[src/rtl/vscale_mem_arbiter.sv]
// Shares one single-outstanding memory port between the vscale fetch (imem) and
// data (dmem) interfaces: alignment check, dmem-priority arbitration, handshake.
module vscale_mem_arbiter #(
   parameter int ADDR_WIDTH      = 32,
   parameter int DATA_WIDTH      = 32,
   parameter int MAX_DMEM_STREAK = 4
) (
   input  logic                  clk,
   input  logic                  reset,

   input  logic                  imem_req,
   input  logic [ADDR_WIDTH-1:0] imem_addr,
   output logic                  imem_wait,
   output logic [DATA_WIDTH-1:0] imem_rdata,
   output logic                  imem_badmem_e,

   input  logic                  dmem_req,
   input  logic                  dmem_wen,
   input  logic [2:0]            dmem_size,
   input  logic [ADDR_WIDTH-1:0] dmem_addr,
   input  logic [DATA_WIDTH-1:0] dmem_wdata,
   output logic                  dmem_wait,
   output logic [DATA_WIDTH-1:0] dmem_rdata,
   output logic                  dmem_badmem_e,

   output logic                  mem_req,
   output logic                  mem_wen,
   output logic [2:0]            mem_size,
   output logic [ADDR_WIDTH-1:0] mem_addr,
   output logic [DATA_WIDTH-1:0] mem_wdata,
   input  logic                  mem_ready,
   input  logic                  mem_rvalid,
   input  logic [DATA_WIDTH-1:0] mem_rdata,
   input  logic                  mem_error
);

   localparam int STREAK_W = $clog2(MAX_DMEM_STREAK + 1);
   localparam logic [STREAK_W-1:0] STREAK_MAX = STREAK_W'(MAX_DMEM_STREAK);
   localparam logic [2:0] SIZE_WORD = 3'b010;

   typedef enum logic [1:0] {ST_IDLE, ST_REQ, ST_RESP} state_t;
   typedef enum logic {OWN_IMEM, OWN_DMEM} owner_t;

   state_t                state_reg, state_next;
   owner_t                owner_reg, owner_next;
   logic [ADDR_WIDTH-1:0] fetch_addr_reg, fetch_addr_next;
   logic [STREAK_W-1:0]   streak_reg, streak_next;
   logic                  mem_req_reg, mem_req_next;
   logic                  mem_wen_reg, mem_wen_next;
   logic [2:0]            mem_size_reg, mem_size_next;
   logic [ADDR_WIDTH-1:0] mem_addr_reg, mem_addr_next;
   logic [DATA_WIDTH-1:0] mem_wdata_reg, mem_wdata_next;

   logic idle;
   logic imem_misaligned, dmem_misaligned;
   logic imem_bad, dmem_bad, imem_ok, dmem_ok;
   logic grant_imem, grant_dmem;
   logic resp_done, fetch_match;
   logic imem_resp_done, dmem_resp_done;
   logic imem_done, dmem_done;

   assign idle = (state_reg == ST_IDLE);

   always_comb begin
      imem_misaligned = (imem_addr[1:0] != 2'b00);
      case (dmem_size[1:0])
         2'd0:    dmem_misaligned = 1'b0;
         2'd1:    dmem_misaligned = dmem_addr[0];
         2'd2:    dmem_misaligned = (dmem_addr[1:0] != 2'b00);
         default: dmem_misaligned = 1'b1;
      endcase
   end

   assign imem_bad = idle && imem_req && imem_misaligned;
   assign dmem_bad = idle && dmem_req && dmem_misaligned;
   assign imem_ok  = idle && imem_req && !imem_misaligned;
   assign dmem_ok  = idle && dmem_req && !dmem_misaligned;

   // dmem wins by default; a saturated streak hands one grant to a waiting fetch
   assign grant_imem = imem_ok && (!dmem_ok || (streak_reg == STREAK_MAX));
   assign grant_dmem = dmem_ok && !grant_imem;

   // A fetch response only counts if the core still wants that same address
   assign resp_done      = (state_reg == ST_RESP) && mem_rvalid;
   assign fetch_match    = imem_req && (imem_addr == fetch_addr_reg);
   assign imem_resp_done = resp_done && (owner_reg == OWN_IMEM) && fetch_match;
   assign dmem_resp_done = resp_done && (owner_reg == OWN_DMEM);

   assign imem_done = reset && (imem_bad || imem_resp_done);
   assign dmem_done = reset && (dmem_bad || dmem_resp_done);

   assign imem_wait     = imem_req && !imem_done;
   assign dmem_wait     = dmem_req && !dmem_done;
   assign imem_badmem_e = imem_done && (imem_bad || mem_error);
   assign dmem_badmem_e = dmem_done && (dmem_bad || mem_error);
   assign imem_rdata    = mem_rdata;
   assign dmem_rdata    = mem_rdata;

   assign mem_req   = mem_req_reg;
   assign mem_wen   = mem_wen_reg;
   assign mem_size  = mem_size_reg;
   assign mem_addr  = mem_addr_reg;
   assign mem_wdata = mem_wdata_reg;

   always_comb begin
      state_next      = state_reg;
      owner_next      = owner_reg;
      fetch_addr_next = fetch_addr_reg;
      mem_req_next    = mem_req_reg;
      mem_wen_next    = mem_wen_reg;
      mem_size_next   = mem_size_reg;
      mem_addr_next   = mem_addr_reg;
      mem_wdata_next  = mem_wdata_reg;
      case (state_reg)
         ST_IDLE: begin
            if (grant_imem) begin
               owner_next      = OWN_IMEM;
               fetch_addr_next = imem_addr;
               mem_req_next    = 1'b1;
               mem_wen_next    = 1'b0;
               mem_size_next   = SIZE_WORD;
               mem_addr_next   = imem_addr;
               mem_wdata_next  = '0;
               state_next      = ST_REQ;
            end else if (grant_dmem) begin
               owner_next      = OWN_DMEM;
               mem_req_next    = 1'b1;
               mem_wen_next    = dmem_wen;
               mem_size_next   = dmem_size;
               mem_addr_next   = dmem_addr;
               mem_wdata_next  = dmem_wdata;
               state_next      = ST_REQ;
            end
         end
         ST_REQ: begin
            if (mem_ready) begin
               mem_req_next = 1'b0;
               state_next   = ST_RESP;
            end
         end
         ST_RESP: begin
            if (mem_rvalid) begin
               state_next = ST_IDLE;
            end
         end
         default: begin
            state_next   = ST_IDLE;
            mem_req_next = 1'b0;
         end
      endcase
   end

   always_comb begin
      streak_next = streak_reg;
      if (!imem_req || grant_imem) begin
         streak_next = '0;
      end else if (grant_dmem && (streak_reg != STREAK_MAX)) begin
         streak_next = streak_reg + STREAK_W'(1);
      end
   end

   always_ff @(posedge clk) begin
      if (!reset) begin
         state_reg      <= ST_IDLE;
         owner_reg      <= OWN_IMEM;
         fetch_addr_reg <= '0;
         streak_reg     <= '0;
         mem_req_reg    <= 1'b0;
         mem_wen_reg    <= 1'b0;
         mem_size_reg   <= 3'b000;
         mem_addr_reg   <= '0;
         mem_wdata_reg  <= '0;
      end else begin
         state_reg      <= state_next;
         owner_reg      <= owner_next;
         fetch_addr_reg <= fetch_addr_next;
         streak_reg     <= streak_next;
         mem_req_reg    <= mem_req_next;
         mem_wen_reg    <= mem_wen_next;
         mem_size_reg   <= mem_size_next;
         mem_addr_reg   <= mem_addr_next;
         mem_wdata_reg  <= mem_wdata_next;
      end
   end

endmodule

[config.mk]
export PLATFORM = sky130hd
export DESIGN_NAME = vscale_mem_arbiter
export DESIGN_NICKNAME = d
export VERILOG_FILES = /design/src/rtl/vscale_mem_arbiter.sv
export SDC_FILE = /design/constraint.sdc
export NUM_CORES = 1
export LEC_CHECK = 0
export ABC_AREA = 0
export CORE_ASPECT_RATIO = 0.5
export CORE_MARGIN = 2
export CORE_UTILIZATION = 38
export CTS_CLUSTER_SIZE = 10
export DETAILED_ROUTE_END_ITERATION = 8
export PLACE_DENSITY = 0.81
export SKIP_CTS_REPAIR_TIMING = 1
export SLEW_MARGIN = 0
export SYNTH_ARGS = -nofsm -noshare
export SYNTH_HDL_FRONTEND = slang
export SYNTH_SLANG_ARGS = --single-unit
[constraint.sdc]
create_clock -name clk -period 2.7 [get_ports clk]
set_input_delay 0.54 -clock clk [delete_from_list [all_inputs] [get_ports clk]]
set_output_delay 0.54 -clock clk [all_outputs]
set_load 0.03 [all_outputs]
# --- After elaboration in Yosys (flattened, before gate mapping) ---
# Index checks and enable logic that the tools add are counted.
totals:
  reg_bits: 107
  wordCells: 85
classes:
  add_sub_neg: 1
  n_eq_ne: 10
  mux: 19
  n_bitwise: 3
  n_reduce_logical: 43
op_table:
  columns: ["cell", "count"]
  rows:
  - ["$mux 32", 4]
  - ["$eq 32x32->1", 1]
  - ["$logic_and 1x1->1", 20]
  - ["$mux 2", 4]
  - ["$logic_not 1->1", 7]
  - ["$logic_or 1x1->1", 6]
  - ["$mux 1", 6]
  - ["$mux 3", 2]
  - ["$pmux 1 s3", 2]
  - ["$pmux 2 s3", 1]
  - ["$reduce_and 3->1", 2]
  - ["$reduce_bool 2->1", 3]
  - ["$eq 2x1->1 const B", 2]
  - ["$eq 2x2->1 const B", 2]
  - ["$logic_not 2->1", 2]
  - ["$ne 2x2->1 const B", 2]
  - ["$reduce_and 2->1", 2]
  - ["$add 3x1->3 const B", 1]
  - ["$eq 3x3->1 const B", 1]
  - ["$ne 3x1->1 const B", 1]
  - ["$ne 3x3->1 const B", 1]
  - ["$not 1->1", 3]
  - ["$reduce_or 2->1", 1]

# --- Logic depth before layout (Yosys ltp) ---
logic_depth:
  ltp_word: 12
  mapped_depth: 8

# --- Worst setup path after synthesis ---
# OpenSTA, ideal clock, no wires.
synth_path:
  path_kind: "input to output"
  from: "input port mem_rvalid"
  to: "output port imem_badmem_e"
  t_arrival_ps: 1784
  t_required_ps: 2160
  setup_slack_ps: 376
  cell_stages: 5
  n_path_buf: 0
  cell_sequence: "and3b_1 -> nand3_1 -> or4_1 -> nor4_1 -> a21bo_2"
synth_between:
  elab_chain_cells: 6
synth_lines:
  columns: ["item", "line_no", "rtl"]
  rows:
  - ["start, declared", "32", "input logic mem_rvalid,"]
  - ["$logic_and 1x1->1", "84", "assign resp_done = (state_reg == ST_RESP) && mem_rvalid;"]
  - ["$logic_and 1x1->1 (2 in a row)", "86", "assign imem_resp_done = resp_done && (owner_reg == OWN_IMEM) && fetch_match;"]
  - ["$logic_or 1x1->1", "89", "assign imem_done = reset && (imem_bad || imem_resp_done);"]
  - ["$logic_and 1x1->1", "89", null]
  - ["$logic_and 1x1->1", "94", "assign imem_badmem_e = imem_done && (imem_bad || mem_error);"]
  - ["end, declared", "15", "output logic imem_badmem_e,"]
# No other way between the ends.

# --- Worst setup path in the final report ---
layout_path:
  from: "register state_reg[0]"
  to: "output port imem_badmem_e"
layout_between:
  elab_chain_cells: 7
  elab_cells_between_ends: 11
  classes_between: "1 x eq/ne; 10 x reduce/logical"
layout_lines:
  columns: ["item", "line_no", "rtl"]
  rows:
  - ["start, declared", "44", "state_t state_reg, state_next;"]
  - ["start signal, assigned", "174", "state_reg <= state_next;"]
  - ["$eq 2x2->1", "84", null]
  - ["$logic_and 1x1->1", "84", null]
  - ["$logic_and 1x1->1 (2 in a row)", "86", null]
  - ["$logic_or 1x1->1", "89", null]
  - ["$logic_and 1x1->1", "89", null]
  - ["$logic_and 1x1->1 *", "94", null]
# Mark *: on every way between the ends. The rest lies on a longest branch, timed or not.

==> metrics.yaml <==
synth:
  ys_seq_elements: 107
  synth_area_um2: 4610
  syn_avg_cell_area_um2: 8.77
  syn_inst: 526
  synth_seq_area_share: 0.464
  yosysWarnings: 0
  ys_types: 42
  synthesis.nets: 667
routing:
  vias_per_cell: 4.95
  first_pass_iters: 4
  avgRoutedWirePerCell_um: 16.2
  dr_wl_met3_um: 737
  first_iter_violations: 232
  wl_met1_um: 5740
  drc: 0
  route.vias.total: 4082
  wl_met2_um: 6580
  maxUsedRoutingLayer: "met4"
  antenna_left: 0
  wl_um: 13400
grt:
  antenna_found_initial: 0
  grt_pass1_wl_um: 20000
  globalRouteTotalUtil: 0.193
  grt_max_degree: 66
  overflow: 0
  grt_pass1_vias: 3888
clock_network:
  htreeDepth: 3
  clkTransAtPathRegs_ns: 0.07
  cts_tree: "done"
  clock-sinks: 107
  clockBufferDepth: 2
  cts_inserted_buffers: 9
  clkLatencyLatePin_ns: 0.34
  cts_root_buf: "clkbuf_16"
flow_run:
  maxCapViolCount: 0
floorplanning:
  die_x_um: 160
  die_h_um: 81.9
  num_io_pins: 276
  initial_core_util: 0.390
  core_um2: 11800
  die_area_um2: 13100
  rows: 28
worst_setup_path:
  arrival_ns: 2.17
  cp-start-kind: "register"
  regToRegSetupSlack_ns: 0.76
  cp-end-kind: "output port"
  cp_slowest_cell: "or4_4"
  r2r_cells: 7
  crit_path_max_fanout: 2
  r2r-end: "mem_addr[3]$_SDFFE_PN0P_"
  max_stage_delay_ns: 0.50
  cp_cell_sequence: "and3b_2 > nand3_2 > or4_4 > nor4_4 > buf_4 > a21bo_4 > buf_6"
  cp.required_ns: 2.16
  critical_path.top_delay_family: "simple AND/OR/NAND/NOR gates"
  crit_type: "register to output port"
  critPathBufInv: 2
  reg2reg_from: "state_reg[1]$_SDFFE_PN0P_"
sta:
  fin_ws_ns: -0.0120
  finalCritPeriodShare: 1.00
  max_freq_ghz: 0.369
  hold_violations: 0
  rsz0062_at_grt: "yes"
  setup_viol: 1
  fin_skew_ns: 0.00737
  slew_viol_final: 0
  setup_tns_ns: -0.0120
  slew_headroom: 0.487
  fin_crit_ns: 2.71
  tightest_slew_ns: 0.769
finish:
  drive_gt1_frac: 0.117
  nets: 795
  area_growth_pct: 46.1
  diodes: 0
  instances_no_fill: 824
  ff_latch_area_um2: 2140
  multi_input_area_um2: 1970
  nFillCells: 1051
  layout_commonest_cell: "clkdlybuf4s50_1"
  final_cell_mix: "clkdlybuf4s50_1 (145), nand2_1 (131), dfxtp_1 (105)"
placed_design:
  place.gp.congestion: 0.810
  hpwl_um: 9580
  port_buffers: 179
  dp_cells: 807
power_and_ir_drop:
  p_leak_nw: 2.75
  ir_worst_vdd_mv: 0.332
  power.density_nw_per_um2: 560
hold_path:
  whs_path_depth: 2
  min_to: "fetch_addr_reg[18]$_SDFFE_PN0P_"
  min_path_type: "register to register"
  hold_start: "fetch_addr_reg[18]$_SDFFE_PN0P_"
status:
  status: "finished, violations left"
  violations: "setup timing"
-- power breakdown --
part	total, mW	switching [mW]	internal, mW
Combinational	0.804	0.412	0.392
Sequential	1.72	0.0508	1.67
Clock	1.25	0.595	0.656
-- synth_stat cells (all sizes together) --
cell type  count  area, µm²
nand2        131        492
dfxtp        107       2140
buf           79        579
a21oi         40        204
a22o          37        324
a31oi         30        188
xor2          17        149
clkbuf        12       45.0
xnor2         12        105
nor2           9       33.8
inv            7       26.3
nor4           5       31.3
nor3           4       25.0
and2           3       18.8
nand3          3       15.0
nand4          3       18.8
o21ai          3       15.0
a211oi         2       15.0
and3           2       12.5
ha             2       25.0
nor2b          2       12.5
o2111ai        2       17.5
a2111oi        1       8.76
a21bo          1       10.0
a21boi         1       7.51
and3b          1       8.76
mux2i          1       10.0
nand2b         1       6.26
nor3b          1       7.51
nor4b          1       8.76
o2111a         1       11.3
o21ba          1       10.0
o21bai         1       7.51
or3            1       6.26
or3b           1       8.76
or4            1       7.51
-- per-stage QoR --
step	worst slack [ns]	area (µm²)	hold WS, ns	total power, mW	util
after floorplan	0.376	4610	0.436	2.30	-
after global placement	-0.680	6250	0.444	2.53	0.528
after detailed placement	-0.805	6250	0.457	2.54	0.528
after CTS	-0.815	6540	0.467	3.79	0.552
after global routing	-0.0930	6740	0.482	3.93	0.569
final	-0.0120	6740	0.465	3.77	0.569
-- routing by layer --
metal  vias to the layer above  track usage
met5                         -            0
met4                         0       0.0757
met3                        41       0.0490
met2                       134        0.336
met1                      1912        0.235
li1                       1995            -
-- layout make-up --
cell class	count	area share
Sequential cell	107	0.318
Timing Repair Buffer	208	0.314
Multi-Input combinational cell	321	0.292
Clock buffer	11	0.0360
Tap cell	165	0.0306
Clock inverter	5	0.00557
Inverter	7	0.00390
-- how the worst max path moves through the flow --
stage | endpoint | slack [ns] | cells after the start | from
after floorplan | imem_badmem_e | 0.38 | 5 | mem_rvalid
final | imem_badmem_e | -0.01 | 7 | state_reg[0]$_SDFFE_PN0P_
after global placement | imem_wait | -0.68 | 8 | mem_rvalid
after CTS | imem_wait | -0.82 | 8 | imem_addr[21]
after detailed placement | imem_wait | -0.80 | 8 | imem_addr[21]
after global routing | imem_badmem_e | -0.09 | 7 | state_reg[0]$_SDFFE_PN0P_
-- kinds of logic (layout without fill, tap and decap cells) --
| group | after synthesis | in the layout | synth area share |
|---|---|---|---|
| mux | 1 | 1 | 0.00217 |
| flops | 107 | 107 | 0.464 |
| buf+inv | 98 | 231 | 0.141 |
| compound gates | 120 | 120 | 0.177 |
| xor+xnor | 29 | 29 | 0.0551 |
| fa+ha+maj | 2 | 2 | 0.00542 |
| simple gates | 169 | 169 | 0.155 |
-- worst reg2reg max path, cell delays in order (launching register included) --
cell and delay, ns:
dfxtp_1 0.34, buf_4 0.14, nor2_1 0.09, and2_1 0.18
nor2_2 0.62, buf_12 0.25, nand2_1 0.08, a31oi_1 0.17
No activity file was read; power rests on OpenSTA's default activity.
